[src/rtl/mcpu_mem_arbiter.sv]
// Single-port RAM arbiter: fetch/data round-robin in run mode, exclusive loader access in load mode.
// Latency: grant and RAM strobe one cycle after request sample, read data valid the cycle after that.
// Backpressure: requesters hold req until gnt; CPU is stalled via cpu_stall while the loader owns RAM.
module mcpu_mem_arbiter #(
  parameter int WORD_SIZE = 16,
  parameter int ADDR_SIZE = 8
) (
  input  logic                 clk,
  input  logic                 reset,
  input  logic                 load_mode,
  output logic                 cpu_stall,
  input  logic                 f_req,
  input  logic [ADDR_SIZE-1:0] f_addr,
  output logic                 f_gnt,
  output logic                 f_rvalid,
  input  logic                 d_req,
  input  logic                 d_we,
  input  logic [ADDR_SIZE-1:0] d_addr,
  input  logic [WORD_SIZE-1:0] d_wdata,
  output logic                 d_gnt,
  output logic                 d_rvalid,
  input  logic                 l_req,
  input  logic [ADDR_SIZE-1:0] l_addr,
  input  logic [WORD_SIZE-1:0] l_wdata,
  output logic                 l_gnt,
  output logic [WORD_SIZE-1:0] rdata,
  output logic                 ram_en,
  output logic                 ram_we,
  output logic [ADDR_SIZE-1:0] ram_addr,
  output logic [WORD_SIZE-1:0] ram_wdata,
  input  logic [WORD_SIZE-1:0] ram_rdata
);

  typedef enum logic [1:0] {
    ST_RUN   = 2'd0,
    ST_DRAIN = 2'd1,
    ST_LOAD  = 2'd2
  } state_t;

  state_t state, state_nxt;
  logic   ptr_dfirst, ptr_nxt;
  logic   f_elig, d_elig, l_elig;
  logic   f_win, d_win, l_win;
  logic   rd_out;

  // A requester granted this cycle is still holding req, so mask it out.
  assign f_elig = f_req & ~f_gnt;
  assign d_elig = d_req & ~d_gnt;
  assign l_elig = l_req & ~l_gnt;

  // A read granted this cycle still owes its rvalid next cycle.
  assign rd_out = f_gnt | (d_gnt & ~ram_we);

  assign cpu_stall = (state != ST_RUN);
  assign rdata     = ram_rdata;

  always_comb begin
    state_nxt = state;
    ptr_nxt   = ptr_dfirst;
    f_win     = 1'b0;
    d_win     = 1'b0;
    l_win     = 1'b0;
    case (state)
      ST_RUN: begin
        if (load_mode) begin
          state_nxt = ST_DRAIN;
        end else if (f_elig && d_elig) begin
          if (ptr_dfirst) d_win = 1'b1;
          else            f_win = 1'b1;
          ptr_nxt = ~ptr_dfirst;
        end else if (f_elig) begin
          f_win = 1'b1;
        end else if (d_elig) begin
          d_win = 1'b1;
        end
      end
      ST_DRAIN: begin
        if (!rd_out) state_nxt = ST_LOAD;
      end
      ST_LOAD: begin
        // A session cancelled during drain passes through here with no loader grant.
        if (!load_mode) begin
          state_nxt = ST_RUN;
          ptr_nxt   = 1'b1;
        end else if (l_elig) begin
          l_win = 1'b1;
        end
      end
      default: begin
        state_nxt = ST_RUN;
        ptr_nxt   = 1'b1;
      end
    endcase
  end

  always_ff @(posedge clk or negedge reset) begin
    if (!reset) begin
      state      <= ST_RUN;
      ptr_dfirst <= 1'b1;
      f_gnt      <= 1'b0;
      d_gnt      <= 1'b0;
      l_gnt      <= 1'b0;
      f_rvalid   <= 1'b0;
      d_rvalid   <= 1'b0;
      ram_en     <= 1'b0;
      ram_we     <= 1'b0;
      ram_addr   <= '0;
      ram_wdata  <= '0;
    end else begin
      state      <= state_nxt;
      ptr_dfirst <= ptr_nxt;
      f_gnt      <= f_win;
      d_gnt      <= d_win;
      l_gnt      <= l_win;
      ram_en     <= f_win | d_win | l_win;
      f_rvalid   <= f_gnt;
      d_rvalid   <= d_gnt & ~ram_we;
      if (f_win) begin
        ram_we   <= 1'b0;
        ram_addr <= f_addr;
      end else if (d_win) begin
        ram_we    <= d_we;
        ram_addr  <= d_addr;
        ram_wdata <= d_wdata;
      end else if (l_win) begin
        ram_we    <= 1'b1;
        ram_addr  <= l_addr;
        ram_wdata <= l_wdata;
      end
    end
  end

  a_one_grant: assert property (@(posedge clk) disable iff (!reset)
    $onehot0({f_gnt, d_gnt, l_gnt}));
  a_f_spacing: assert property (@(posedge clk) disable iff (!reset)
    f_gnt |=> !f_gnt);
  a_d_spacing: assert property (@(posedge clk) disable iff (!reset)
    d_gnt |=> !d_gnt);

endmodule

[config.mk]
export PLATFORM = sky130hd
export DESIGN_NAME = mcpu_mem_arbiter
export DESIGN_NICKNAME = d
export VERILOG_FILES = /design/src/rtl/mcpu_mem_arbiter.sv
export SDC_FILE = /design/constraint.sdc
export NUM_CORES = 1
export LEC_CHECK = 0
export ABC_CLOCK_PERIOD_IN_PS = 3400
export CORE_MARGIN = 2
export CORE_UTILIZATION = 30
export CTS_CLUSTER_DIAMETER = 60
export CTS_CLUSTER_SIZE = 14
export DETAILED_ROUTE_END_ITERATION = 10
export PLACE_DENSITY_LB_ADDON = 0.2
export SLEW_MARGIN = 20
export SYNTH_ARGS = -nofsm -noshare
export SYNTH_HDL_FRONTEND = slang
export SYNTH_SLANG_ARGS = --single-unit
[constraint.sdc]
create_clock -name clk -period 3.4 [get_ports clk]
set_input_delay 0.68 -clock clk [delete_from_list [all_inputs] [get_ports clk]]
set_output_delay 0.68 -clock clk [all_outputs]
set_load 0.005 [all_outputs]
==> metrics.txt, run 1 <==
# TYPE chip_impl_metric gauge
chip_impl_metric{name="postSynth.asyncResetShare",unit="%"} 100
chip_impl_metric{name="seq_area_frac_synth",unit="%"} 48.8
chip_impl_metric{name="report.final.setup_viol",unit=""} 0
chip_impl_metric{name="route.antenna.remaining_nets",unit=""} 0
chip_impl_metric{name="cts_buffers",unit=""} 5
chip_impl_info{name="worst_hold_path_type",value="reg2reg"} 1
chip_impl_metric{name="worst_clock_skew",unit="ns"} 0.00453
chip_impl_metric{name="cellInternalPower",unit="W"} 0.00126
chip_impl_metric{name="post_cts.repair.setup_buffers",unit=""} 0
chip_impl_metric{name="setup_tns",unit="ns"} 0
chip_impl_info{name="rsz0062_at_grt",value="no"} 1
chip_impl_info{name="criticalPathCategory",value="in2reg"} 1
chip_impl_metric{name="1st_iter_drt_viols",unit=""} 93
chip_impl_metric{name="vias_per_cell",unit=""} 4.89
chip_impl_metric{name="final_nets",unit=""} 339
chip_impl_metric{name="layout_worst_path_cycle_share",unit="%"} 69.8
chip_impl_metric{name="chipHeight",unit="µm"} 80.3
chip_impl_metric{name="ios",unit=""} 127
chip_impl_info{name="cts-root-buf",value="clkbuf_8"} 1
chip_impl_metric{name="grt_pass1_wl",unit="µm"} 7090
chip_impl_metric{name="clock_power_share",unit="%"} 16.7
chip_impl_metric{name="cts.htree.levels",unit=""} 2
chip_impl_info{name="ys_top_cells_by_area",value="dfrtp_1 47%, nand2_1 9.0%, buf_4 6.9%"} 1
chip_impl_metric{name="clk_pin_slew_worst_paths",unit="ns"} 0.07
chip_impl_metric{name="initial_core_util",unit="%"} 31.3
chip_impl_metric{name="final-hold-violation-count",unit=""} 0
chip_impl_metric{name="power.share.switching",unit="%"} 31.1
chip_impl_metric{name="die_width",unit="µm"} 80.3
chip_impl_metric{name="antenna_found_initial",unit=""} 0
chip_impl_metric{name="synth.net_count",unit=""} 265
chip_impl_metric{name="critical_path_arrival",unit="ns"} 2.58
chip_impl_metric{name="yosys_warnings",unit=""} 0
chip_impl_metric{name="synth_edf_count",unit=""} 0
chip_impl_metric{name="post_synth_instance_area",unit="mm²"} 0.00175
chip_impl_metric{name="antenna_cells_inserted",unit=""} 0
chip_impl_metric{name="dpl.hpwl",unit="µm"} 3220
chip_impl_info{name="netlist.top_cell.by_area",value="dfrtp_1"} 1
chip_impl_metric{name="slew_headroom",unit="%"} 49.7
chip_impl_metric{name="dr_total_vias",unit=""} 1629
chip_impl_metric{name="required",unit="ns"} 3.61
chip_impl_info{name="status",value="finished clean"} 1
chip_impl_metric{name="ir_worst_vdd",unit="V"} 0.000282
chip_impl_metric{name="count_of_distinct_cell_types_in_the_synthesized_netlist",unit=""} 36
chip_impl_metric{name="critical_path.max_fanout",unit=""} 26
chip_impl_metric{name="final_layout_size_suffix_gt1_share",unit="%"} 6.90
chip_impl_metric{name="seq_cells_post_synth",unit=""} 34
chip_impl_metric{name="route.detailed.wl_per_inst",unit="µm"} 14.1
chip_impl_metric{name="placed_area",unit="mm²"} 0.00257
chip_impl_metric{name="pwr_density_cell",unit="mW/mm²"} 690
chip_impl_metric{name="filler_cell_count",unit=""} 569
chip_impl_metric{name="max-clock-path-buffers",unit=""} 2
chip_impl_info{name="synth_ff_type",value="dfrtp_1"} 1
chip_impl_metric{name="overflow",unit=""} 0
chip_impl_metric{name="comb_power_share",unit="%"} 45.0
chip_impl_info{name="synth.cells.most_frequent",value="42 x nand2_1, 33 x dfrtp_1, 23 x nor3_1, 16 x a31oi_1, 16 x buf_4"} 1
chip_impl_info{name="critPathLaunchType",value="input pin"} 1
chip_impl_metric{name="remaining_drc_errors",unit=""} 0
chip_impl_metric{name="netlist_instances",unit=""} 186
chip_impl_metric{name="drt-total-wl",unit="µm"} 4690
chip_impl_metric{name="worst_max_slew_pin_slew",unit="ns"} 0.754
chip_impl_metric{name="std_cell_rows",unit=""} 27
chip_impl_metric{name="cap_viol_max_count",unit=""} 0
chip_impl_metric{name="pre_cts_ws",unit="ns"} 0.715
chip_impl_metric{name="cts-hold-fix-buffers",unit=""} 0
chip_impl_metric{name="finalWorstPathRequiredPeriod",unit="ns"} 2.37
chip_impl_metric{name="power.static_leakage",unit="nW"} 1.07
chip_impl_metric{name="fin_area",unit="mm²"} 0.00266
chip_impl_metric{name="die_outline_area",unit="mm²"} 0.00644
chip_impl_metric{name="syn_to_final_growth",unit="%"} 52.3
chip_impl_metric{name="grt_max_degree",unit=""} 44
chip_impl_metric{name="placement.io_buffers",unit=""} 94
chip_impl_metric{name="post_cts.resized_instances",unit=""} 0
chip_impl_metric{name="p_switching",unit="W"} 0.000569
chip_impl_metric{name="finalWeightedCongestion",unit=""} 0.721
chip_impl_metric{name="iteration_count_of_the_initial_detailed_routing_pass",unit=""} 5
chip_impl_metric{name="timing_max_transition_violations_final",unit=""} 0
chip_impl_info{name="cts_tree",value="built"} 1
chip_impl_metric{name="clk_latency",unit="ns"} 0.28
chip_impl_metric{name="first_global_vias",unit=""} 1516
chip_impl_metric{name="grt_usage",unit="%"} 14.7
chip_impl_metric{name="clock_sinks",unit=""} 34
chip_impl_metric{name="synth_top_area_share",unit="%"} 47.3
chip_impl_metric{name="avgSynthCellArea",unit="µm²"} 9.38
chip_impl_metric{name="core_region_area",unit="mm²"} 0.00557
chip_impl_metric{name="power_frac_seq",unit="%"} 38.2
chip_impl_info{name="synth.most_common_cell",value="nand2_1"} 1
chip_impl_info{name="setup.worst_path.end_class",value="flip-flop"} 1
chip_impl_metric{name="timing.final.ws_setup",unit="ns"} 1.03
chip_impl_metric{name="fmaxAchievable",unit="MHz"} 422
[power groups by stage]
stage / clock network, W / registers [W] / logic [W]
global route: 0.000336 / 0.000726 / 0.000908
floorplan: 0 / 0.000704 / 0.000392
detailed placement: 0 / 0.000710 / 0.000836
finish: 0.000307 / 0.000701 / 0.000825
CTS: 0.000315 / 0.000703 / 0.000840
global placement: 0 / 0.000706 / 0.000833
[metrics by stage]
step | instances | hold slack (ns) | total power, W | utilization (%)
after global placement | 325 | 0.449 | 0.00154 | 46.0
after detailed placement | 325 | 0.447 | 0.00155 | 46.0
final | 333 | 0.449 | 0.00183 | 47.7
after CTS | 333 | 0.462 | 0.00186 | 47.7
after global routing | 333 | 0.469 | 0.00197 | 47.7
after floorplan | 186 | 0.384 | 0.00110 | -
[critical path, cell delays in order]
cell	delay, ns
clkdlybuf4s50_1	0.56
nand2_1	0.09
or4b_4	0.64
clkinv_2	0.33
nor3_1	0.09
a31oi_1	0.17
[cell families (layout without fill, tap and decap cells)]
group                  after synthesis  after routing  share of synthesized area [%]
AO/OA/AOI/OAI                       36             36                           14.1
flip-flops                          34             34                           48.8
AND/OR/NAND/NOR                     84             84                           23.6
multiplexers                         1              1                          0.573
buffers and inverters               31            106                           12.9
[flip-flops by register name (all words and copies together) (netlist names)]
signal      count
ram_addr        8
ram_wdata      16
ram_en          1
ram_we          1
ptr_dfirst      1
l_gnt           1
f_gnt           1
d_gnt           1
d_rvalid        1
f_rvalid        1
state           2
[final timing paths]
check / cells after the start / start / end / slack (ns)
setup reg to reg: 5 / state[1]$_DFFE_PN0P_ / ram_wdata[12]$_DFFE_PN0P_ / 1.53
setup / recovery: 6 / load_mode / ram_wdata[12]$_DFFE_PN0P_ / 1.03
hold / removal: 0 / f_gnt$_DFF_PN0_ / f_rvalid$_DFF_PN0_ / 0.45
min in group asynchronous: 1 / reset / f_rvalid$_DFF_PN0_ / 0.46
max in group asynchronous: 1 / reset / ram_wdata[15]$_DFFE_PN0P_ / 2.45
hold reg to reg: 0 / f_gnt$_DFF_PN0_ / f_rvalid$_DFF_PN0_ / 0.45
[cell type report]
type,count,area (µm²),area share [%]
Tap cell,72,90.1,3.39
Inverter,3,12.5,0.471
Clock inverter,1,5.00,0.188
Timing Repair Buffer,95,943,35.5
Clock buffer,7,86.3,3.25
Sequential cell,34,852,32.1
Multi-Input combinational cell,121,668,25.1
[per-layer routing]
| metal | vias up | global-route usage (%) | part of all wire (%) |
|---|---|---|---|
| met5 | - | 0 | 0 |
| met4 | 0 | 5.76 | 1.8 |
| met3 | 8 | 5.51 | 9.4 |
| met2 | 72 | 24.3 | 46 |
| met1 | 755 | 17.2 | 42 |
| li1 | 794 | - | - |
[layout by cell type, fill, tap and decap left out, types with 2 or more instances in the layout]
cell type,netlist,layout
clkdlybuf4s50_1,0,93
nand2_1,42,42
dfrtp_1,33,33
nor3_1,23,23
a31oi_1,16,16
clkbuf_8,1,6
o221ai_1,5,5
nand3_1,4,4
o21ai_0,4,4
o21ai_1,3,3
a22oi_1,3,3
nand4_1,3,3
nor2b_1,2,2
clkinv_2,1,2
nor2_1,2,2
(Power assumes the default switching activity.)
==> run 2: changes to the inputs <==
- ABC_CLOCK_PERIOD_IN_PS: 3400 -> 2100
- clock period: 3.4 -> 2.1 ns (I/O delays scaled with it)
==> run 2 against run 1 <==
Effect of this change: largest power group unchanged; setup slack worse by 0.85 ns; hold slack got worse by 0.23 ns; sequential share of layout area down 1.6 points.
==> metrics.txt, run 2 (same netlist as run 1, synthesis figures left out) <==
# TYPE chip_impl_metric gauge
chip_impl_metric{name="fmaxAchievable",unit="MHz"} 521
chip_impl_metric{name="finalWeightedCongestion",unit=""} 0.718
chip_impl_metric{name="cts-hold-fix-buffers",unit=""} 0
chip_impl_metric{name="postLayoutCoreUtil",unit="%"} 50.1
chip_impl_metric{name="grt_pass1_wl",unit="µm"} 7700
chip_impl_info{name="mostFrequentLayoutCells",value="93 x clkdlybuf4s50_1, 42 x nand2_1, 33 x dfrtp_1, 23 x nor3_1, 16 x a31oi_1"} 1
chip_impl_metric{name="grt_max_degree",unit=""} 35
chip_impl_metric{name="slew_headroom",unit="%"} 48.7
chip_impl_metric{name="worst_clock_skew",unit="ns"} 0.00612
chip_impl_info{name="final_common_cell",value="clkdlybuf4s50_1"} 1
chip_impl_metric{name="die_outline_area",unit="mm²"} 0.00644
chip_impl_info{name="largestRegisters",value="ram_wdata: 16 flops, ram_addr: 8 flops, state: 2 flops"} 1
chip_impl_info{name="status",value="finished clean"} 1
chip_impl_metric{name="antenna_found_initial",unit=""} 0
chip_impl_metric{name="final-hold-violation-count",unit=""} 0
chip_impl_metric{name="cap_viol_max_count",unit=""} 0
chip_impl_metric{name="pwr_density_cell",unit="mW/mm²"} 1090
chip_impl_info{name="rsz0062_at_grt",value="no"} 1
chip_impl_metric{name="initial_core_util",unit="%"} 31.3
chip_impl_metric{name="worst_max_slew_pin_slew",unit="ns"} 0.770
chip_impl_metric{name="core_region_area",unit="mm²"} 0.00557
chip_impl_metric{name="clk_pin_slew_worst_paths",unit="ns"} 0.07
chip_impl_info{name="crit_start",value="state[1]$_DFFE_PN0P_"} 1
chip_impl_metric{name="ios",unit=""} 127
chip_impl_metric{name="critical_path.max_fanout",unit=""} 8
chip_impl_metric{name="layout_worst_path_cycle_share",unit="%"} 91.3
chip_impl_metric{name="required",unit="ns"} 1.68
chip_impl_metric{name="post_cts.resized_instances",unit=""} 0
chip_impl_metric{name="syn_to_final_growth",unit="%"} 60.1
chip_impl_metric{name="route.detailed.wl_per_inst",unit="µm"} 14.1
chip_impl_metric{name="fin_area",unit="mm²"} 0.00279
chip_impl_info{name="cts_tree",value="built"} 1
chip_impl_metric{name="chipHeight",unit="µm"} 80.3
chip_impl_metric{name="largest_reg_flops",unit=""} 16
chip_impl_metric{name="grt_usage",unit="%"} 15.6
chip_impl_metric{name="overflow",unit=""} 0
chip_impl_metric{name="iteration_count_of_the_initial_detailed_routing_pass",unit=""} 4
chip_impl_metric{name="clk_latency",unit="ns"} 0.28
chip_impl_metric{name="dr_total_vias",unit=""} 1678
chip_impl_info{name="cts-root-buf",value="clkbuf_8"} 1
chip_impl_metric{name="clock_sinks",unit=""} 34
chip_impl_info{name="worst_hold_path_type",value="in2async"} 1
chip_impl_metric{name="final_nets",unit=""} 349
chip_impl_metric{name="timing_max_transition_violations_final",unit=""} 0
chip_impl_metric{name="report.final.setup_viol",unit=""} 0
chip_impl_metric{name="finalWorstPathRequiredPeriod",unit="ns"} 1.92
chip_impl_metric{name="drt-total-wl",unit="µm"} 4830
chip_impl_metric{name="first_global_vias",unit=""} 1632
chip_impl_metric{name="remaining_drc_errors",unit=""} 0
chip_impl_info{name="reg2reg_from",value="state[1]$_DFFE_PN0P_"} 1
chip_impl_metric{name="critical_path_arrival",unit="ns"} 1.50
chip_impl_metric{name="ir_worst_vdd",unit="V"} 0.000348
chip_impl_metric{name="antenna_cells_inserted",unit=""} 0
chip_impl_metric{name="placement.io_buffers",unit=""} 94
chip_impl_metric{name="std_cell_rows",unit=""} 27
chip_impl_metric{name="1st_iter_drt_viols",unit=""} 80
chip_impl_info{name="critPathLaunchType",value="flip-flop"} 1
chip_impl_metric{name="cts.htree.levels",unit=""} 2
chip_impl_info{name="largest-register",value="ram_wdata"} 1
chip_impl_metric{name="setup_tns",unit="ns"} 0
chip_impl_metric{name="power.static_leakage",unit="nW"} 1.14
chip_impl_metric{name="placed_area",unit="mm²"} 0.00270
chip_impl_metric{name="max-clock-path-buffers",unit=""} 2
chip_impl_info{name="setup.worst_path.end_class",value="primary output"} 1
chip_impl_info{name="criticalPathCategory",value="reg2out"} 1
chip_impl_metric{name="post_cts.repair.setup_buffers",unit=""} 0
chip_impl_metric{name="die_width",unit="µm"} 80.3
chip_impl_metric{name="route.antenna.remaining_nets",unit=""} 0
chip_impl_metric{name="dpl.hpwl",unit="µm"} 3540
chip_impl_metric{name="setup.reg_to_reg.worst_slack",unit="ns"} 0.41
chip_impl_metric{name="vias_per_cell",unit=""} 4.89
chip_impl_metric{name="cts_buffers",unit=""} 5
chip_impl_metric{name="final_layout_size_suffix_gt1_share",unit="%"} 9.96
==> run 2: worst paths after layout <==
kind | depth (start not counted) | endpoint
setup / recovery | 2 | cpu_stall
hold / removal | 1 | ram_en$_DFF_PN0_
setup reg to reg | 5 | ram_addr[4]$_DFFE_PN0P_
hold reg to reg | 0 | f_rvalid$_DFF_PN0_
max in group asynchronous | 1 | ram_wdata[2]$_DFFE_PN0P_
min in group clk | 0 | f_rvalid$_DFF_PN0_
==> run 2: cell type report <==
class                   instances  area, µm²
repair buffers                105       1080
flip-flops and latches         34        852
inverters                       3       12.5
well taps                      72       90.1
multi-input cells             121        668
clock buffers                   8       90.1
fillers                       548       2780
==> run 2: critical path, stage by stage (launching register included) <==
cell and delay [ns]:
dfrtp_1 0.46, or2_2 0.32, clkdlybuf4s50_1 0.44
==> run 2: metrics by stage <==
stage	cells	hold slack [ns]	worst slack, ns	total power (W)
2_1_floorplan	186	0.124	0.468	0.00177
3_3_place_gp	335	0.438	-0.0575	0.00258
3_5_place_dp	335	0.447	-0.0803	0.00261
4_1_cts	343	0.235	0.170	0.00311
5_1_grt	343	0.282	0.109	0.00329
6_report	343	0.216	0.182	0.00305
==> run 2: report_power, final <==
group / total, W / switching, W / internal (W) / leakage [nW]
Clock: 0.000487 / 0.000220 / 0.000267 / 0.0455
Sequential: 0.00114 / 0.000188 / 0.000952 / 0.402
Combinational: 0.00143 / 0.000524 / 0.000902 / 0.689
Total: 0.00305 / 0.000932 / 0.00212 / 1.14
==> run 2: routing by layer <==
metal / vias to the layer above / wire length [µm] / track usage (%)
met5: - / 0 / 0
met4: 0 / 91 / 6.78
met3: 10 / 379 / 3.71
met2: 68 / 2350 / 26.6
met1: 786 / 2010 / 18.6
li1: 814 / - / -
==> run 3: changes to the inputs <==
- CORE_UTILIZATION: 30 -> 31
==> run 3 against run 2 <==
Effect of this change: hold slack worse by 0.0092 ns; utilization up 1.2 points; sequential power hardly changed; clock skew is essentially flat; clock-buffer cell count unchanged; first-iteration DRC count shrank 36%; register-to-register slack is essentially flat.
==> metrics.txt, run 3 (same netlist as run 1, synthesis figures left out) <==
# TYPE chip_impl_metric gauge
chip_impl_info{name="status",value="finished clean"} 1
chip_impl_metric{name="grt_pass1_wl",unit="µm"} 7820
chip_impl_metric{name="syn_to_final_growth",unit="%"} 60.8
chip_impl_info{name="cp_cell_sequence",value="or2_2, clkdlybuf4s50_1"} 1
chip_impl_metric{name="1st_iter_drt_viols",unit=""} 51
chip_impl_metric{name="final_nets",unit=""} 349
chip_impl_metric{name="place_inst",unit=""} 335
chip_impl_metric{name="cts_buffers",unit=""} 5
chip_impl_info{name="critPathLaunchType",value="flip-flop"} 1
chip_impl_metric{name="placement.io_buffers",unit=""} 94
chip_impl_metric{name="finalWorstPathRequiredPeriod",unit="ns"} 1.92
chip_impl_metric{name="fin_area",unit="mm²"} 0.00281
chip_impl_info{name="critical_path.slowest_cell",value="dfrtp_1"} 1
chip_impl_info{name="reg2reg_from",value="state[1]$_DFFE_PN0P_"} 1
chip_impl_metric{name="fmaxAchievable",unit="MHz"} 522
chip_impl_metric{name="post_cts.repair.setup_buffers",unit=""} 0
chip_impl_metric{name="iteration_count_of_the_initial_detailed_routing_pass",unit=""} 4
chip_impl_metric{name="overflow",unit=""} 0
chip_impl_info{name="rsz0062_at_grt",value="no"} 1
chip_impl_info{name="mostFrequentLayoutCells",value="93 x clkdlybuf4s50_1, 42 x nand2_1, 33 x dfrtp_1, 23 x nor3_1, 16 x a31oi_1"} 1
chip_impl_metric{name="route.detailed.wl_per_inst",unit="µm"} 14.1
chip_impl_metric{name="route.antenna.remaining_nets",unit=""} 0
chip_impl_metric{name="placed_area",unit="mm²"} 0.00272
chip_impl_metric{name="grt_usage",unit="%"} 16.0
chip_impl_metric{name="antenna_cells_inserted",unit=""} 0
chip_impl_info{name="cts-root-buf",value="clkbuf_8"} 1
chip_impl_info{name="cts_tree",value="built"} 1
chip_impl_info{name="cpLargestDelayFamily",value="flip-flops"} 1
chip_impl_metric{name="clock_sinks",unit=""} 34
chip_impl_metric{name="cp_slowest_stage_delay",unit="ns"} 0.47
chip_impl_metric{name="vias_per_cell",unit=""} 4.78
chip_impl_info{name="final_common_cell",value="clkdlybuf4s50_1"} 1
chip_impl_metric{name="power.static_leakage",unit="nW"} 1.14
chip_impl_metric{name="clk_pin_slew_worst_paths",unit="ns"} 0.07
chip_impl_metric{name="required",unit="ns"} 1.68
chip_impl_info{name="largest-register",value="ram_wdata"} 1
chip_impl_metric{name="largest_reg_flops",unit=""} 16
chip_impl_metric{name="cts.htree.levels",unit=""} 2
chip_impl_metric{name="post_cts.resized_instances",unit=""} 0
chip_impl_metric{name="antenna_found_initial",unit=""} 0
chip_impl_metric{name="die_width",unit="µm"} 79.0
chip_impl_metric{name="std_cell_rows",unit=""} 27
chip_impl_info{name="setup.worst_path.end_class",value="primary output"} 1
chip_impl_metric{name="ios",unit=""} 127
chip_impl_metric{name="clk_latency",unit="ns"} 0.29
chip_impl_metric{name="drt-total-wl",unit="µm"} 4840
chip_impl_info{name="largestRegisters",value="ram_wdata: 16 flops, ram_addr: 8 flops, state: 2 flops"} 1
chip_impl_metric{name="dr_total_vias",unit=""} 1638
chip_impl_metric{name="finalWeightedCongestion",unit=""} 0.763
chip_impl_info{name="crit_start",value="state[0]$_DFFE_PN0P_"} 1
chip_impl_metric{name="ir_worst_vdd",unit="V"} 0.000376
chip_impl_metric{name="critical_path_arrival",unit="ns"} 1.50
chip_impl_metric{name="report.final.setup_viol",unit=""} 0
chip_impl_metric{name="cts-hold-fix-buffers",unit=""} 0
chip_impl_metric{name="layout_worst_path_cycle_share",unit="%"} 91.2
chip_impl_metric{name="final-instance-count-excl-fill",unit=""} 343
chip_impl_metric{name="worst_clock_skew",unit="ns"} 0.00611
chip_impl_metric{name="critical_path_buf_inv_count",unit=""} 1
chip_impl_metric{name="postLayoutCoreUtil",unit="%"} 51.3
chip_impl_metric{name="worstRegToRegCells",unit=""} 5
chip_impl_info{name="end_of_the_worst_register_to_register_path",value="ram_addr[4]$_DFFE_PN0P_"} 1
chip_impl_metric{name="slew_headroom",unit="%"} 49.2
chip_impl_metric{name="die_outline_area",unit="mm²"} 0.00625
chip_impl_metric{name="first_global_vias",unit=""} 1626
chip_impl_metric{name="cap_viol_max_count",unit=""} 0
chip_impl_metric{name="chipHeight",unit="µm"} 79.0
chip_impl_metric{name="pwr_density_cell",unit="mW/mm²"} 1100
chip_impl_metric{name="critical_path.max_fanout",unit=""} 10
chip_impl_metric{name="core_region_area",unit="mm²"} 0.00547
chip_impl_metric{name="final_layout_size_suffix_gt1_share",unit="%"} 9.96
chip_impl_metric{name="remaining_drc_errors",unit=""} 0
chip_impl_metric{name="worst_max_slew_pin_slew",unit="ns"} 0.762
chip_impl_metric{name="timing_max_transition_violations_final",unit=""} 0
chip_impl_metric{name="setup_tns",unit="ns"} 0
chip_impl_info{name="criticalPathCategory",value="reg2out"} 1
chip_impl_metric{name="totalPowerFinal",unit="W"} 0.00308
chip_impl_metric{name="grt_max_degree",unit=""} 35
chip_impl_metric{name="initial_core_util",unit="%"} 31.9
chip_impl_metric{name="setup.reg_to_reg.worst_slack",unit="ns"} 0.40
chip_impl_info{name="worst_hold_path_type",value="in2async"} 1
chip_impl_metric{name="final-hold-violation-count",unit=""} 0
chip_impl_metric{name="dpl.hpwl",unit="µm"} 3510
chip_impl_metric{name="max-clock-path-buffers",unit=""} 2
run 3: cell count changes in the layout (fill, tap and decap cells not counted):
cell	delta
buf_12	+1
buf_4	-1
run 3: worst max-delay path by stage:
stage          cells after the start                      end  slack [ns]
6_report                           2                cpu_stall        0.18
3_3_place_gp                       6  ram_addr[1]$_DFFE_PN0P_       -0.07
2_1_floorplan                      6  ram_addr[0]$_DFFE_PN0P_        0.47
5_1_grt                            6  ram_addr[4]$_DFFE_PN0P_        0.09
4_1_cts                            2                cpu_stall        0.18
3_5_place_dp                       6  ram_addr[4]$_DFFE_PN0P_        -0.1
run 3: worst register-to-register path: stages, from the launching register on:
cell and delay [ns]:
dfrtp_1 0.47, nand2_1 0.10, or4b_4 0.57, buf_4 0.19
o221ai_1 0.17, o21ai_0 0.09
run 3: metal layers:
metal	track usage (%)	vias up	wire, µm
li1	-	811	-
met1	18.8	732	2000
met2	26.4	86	2270
met3	5.57	9	482
met4	7.24	0	85
met5	0	-	0
run 3: where the power goes:
| group | leakage [nW] | switching, W | internal (W) | total (W) |
|---|---|---|---|---|
| combinational | 0.695 | 0.000528 | 0.000909 | 0.00144 |
| clock | 0.0455 | 0.000235 | 0.000267 | 0.000503 |
| sequential | 0.402 | 0.000188 | 0.000951 | 0.00114 |
run 3: stage by stage:
stage | setup WS (ns) | hold slack (ns)
final | 0.184 | 0.207
after global routing | 0.0880 | 0.257
after CTS | 0.177 | 0.234
after detailed placement | -0.0971 | 0.446
after global placement | -0.0714 | 0.448
after floorplan | 0.468 | 0.124
run 3: final cells by class:
type                            instances  area [µm²]
Fill cell                             541        2670
Timing Repair Buffer                  105        1090
Sequential cell                        34         852
Multi-Input combinational cell        121         668
Clock buffer                            8        90.1
Tap cell                               72        90.1
Inverter                                3        12.5
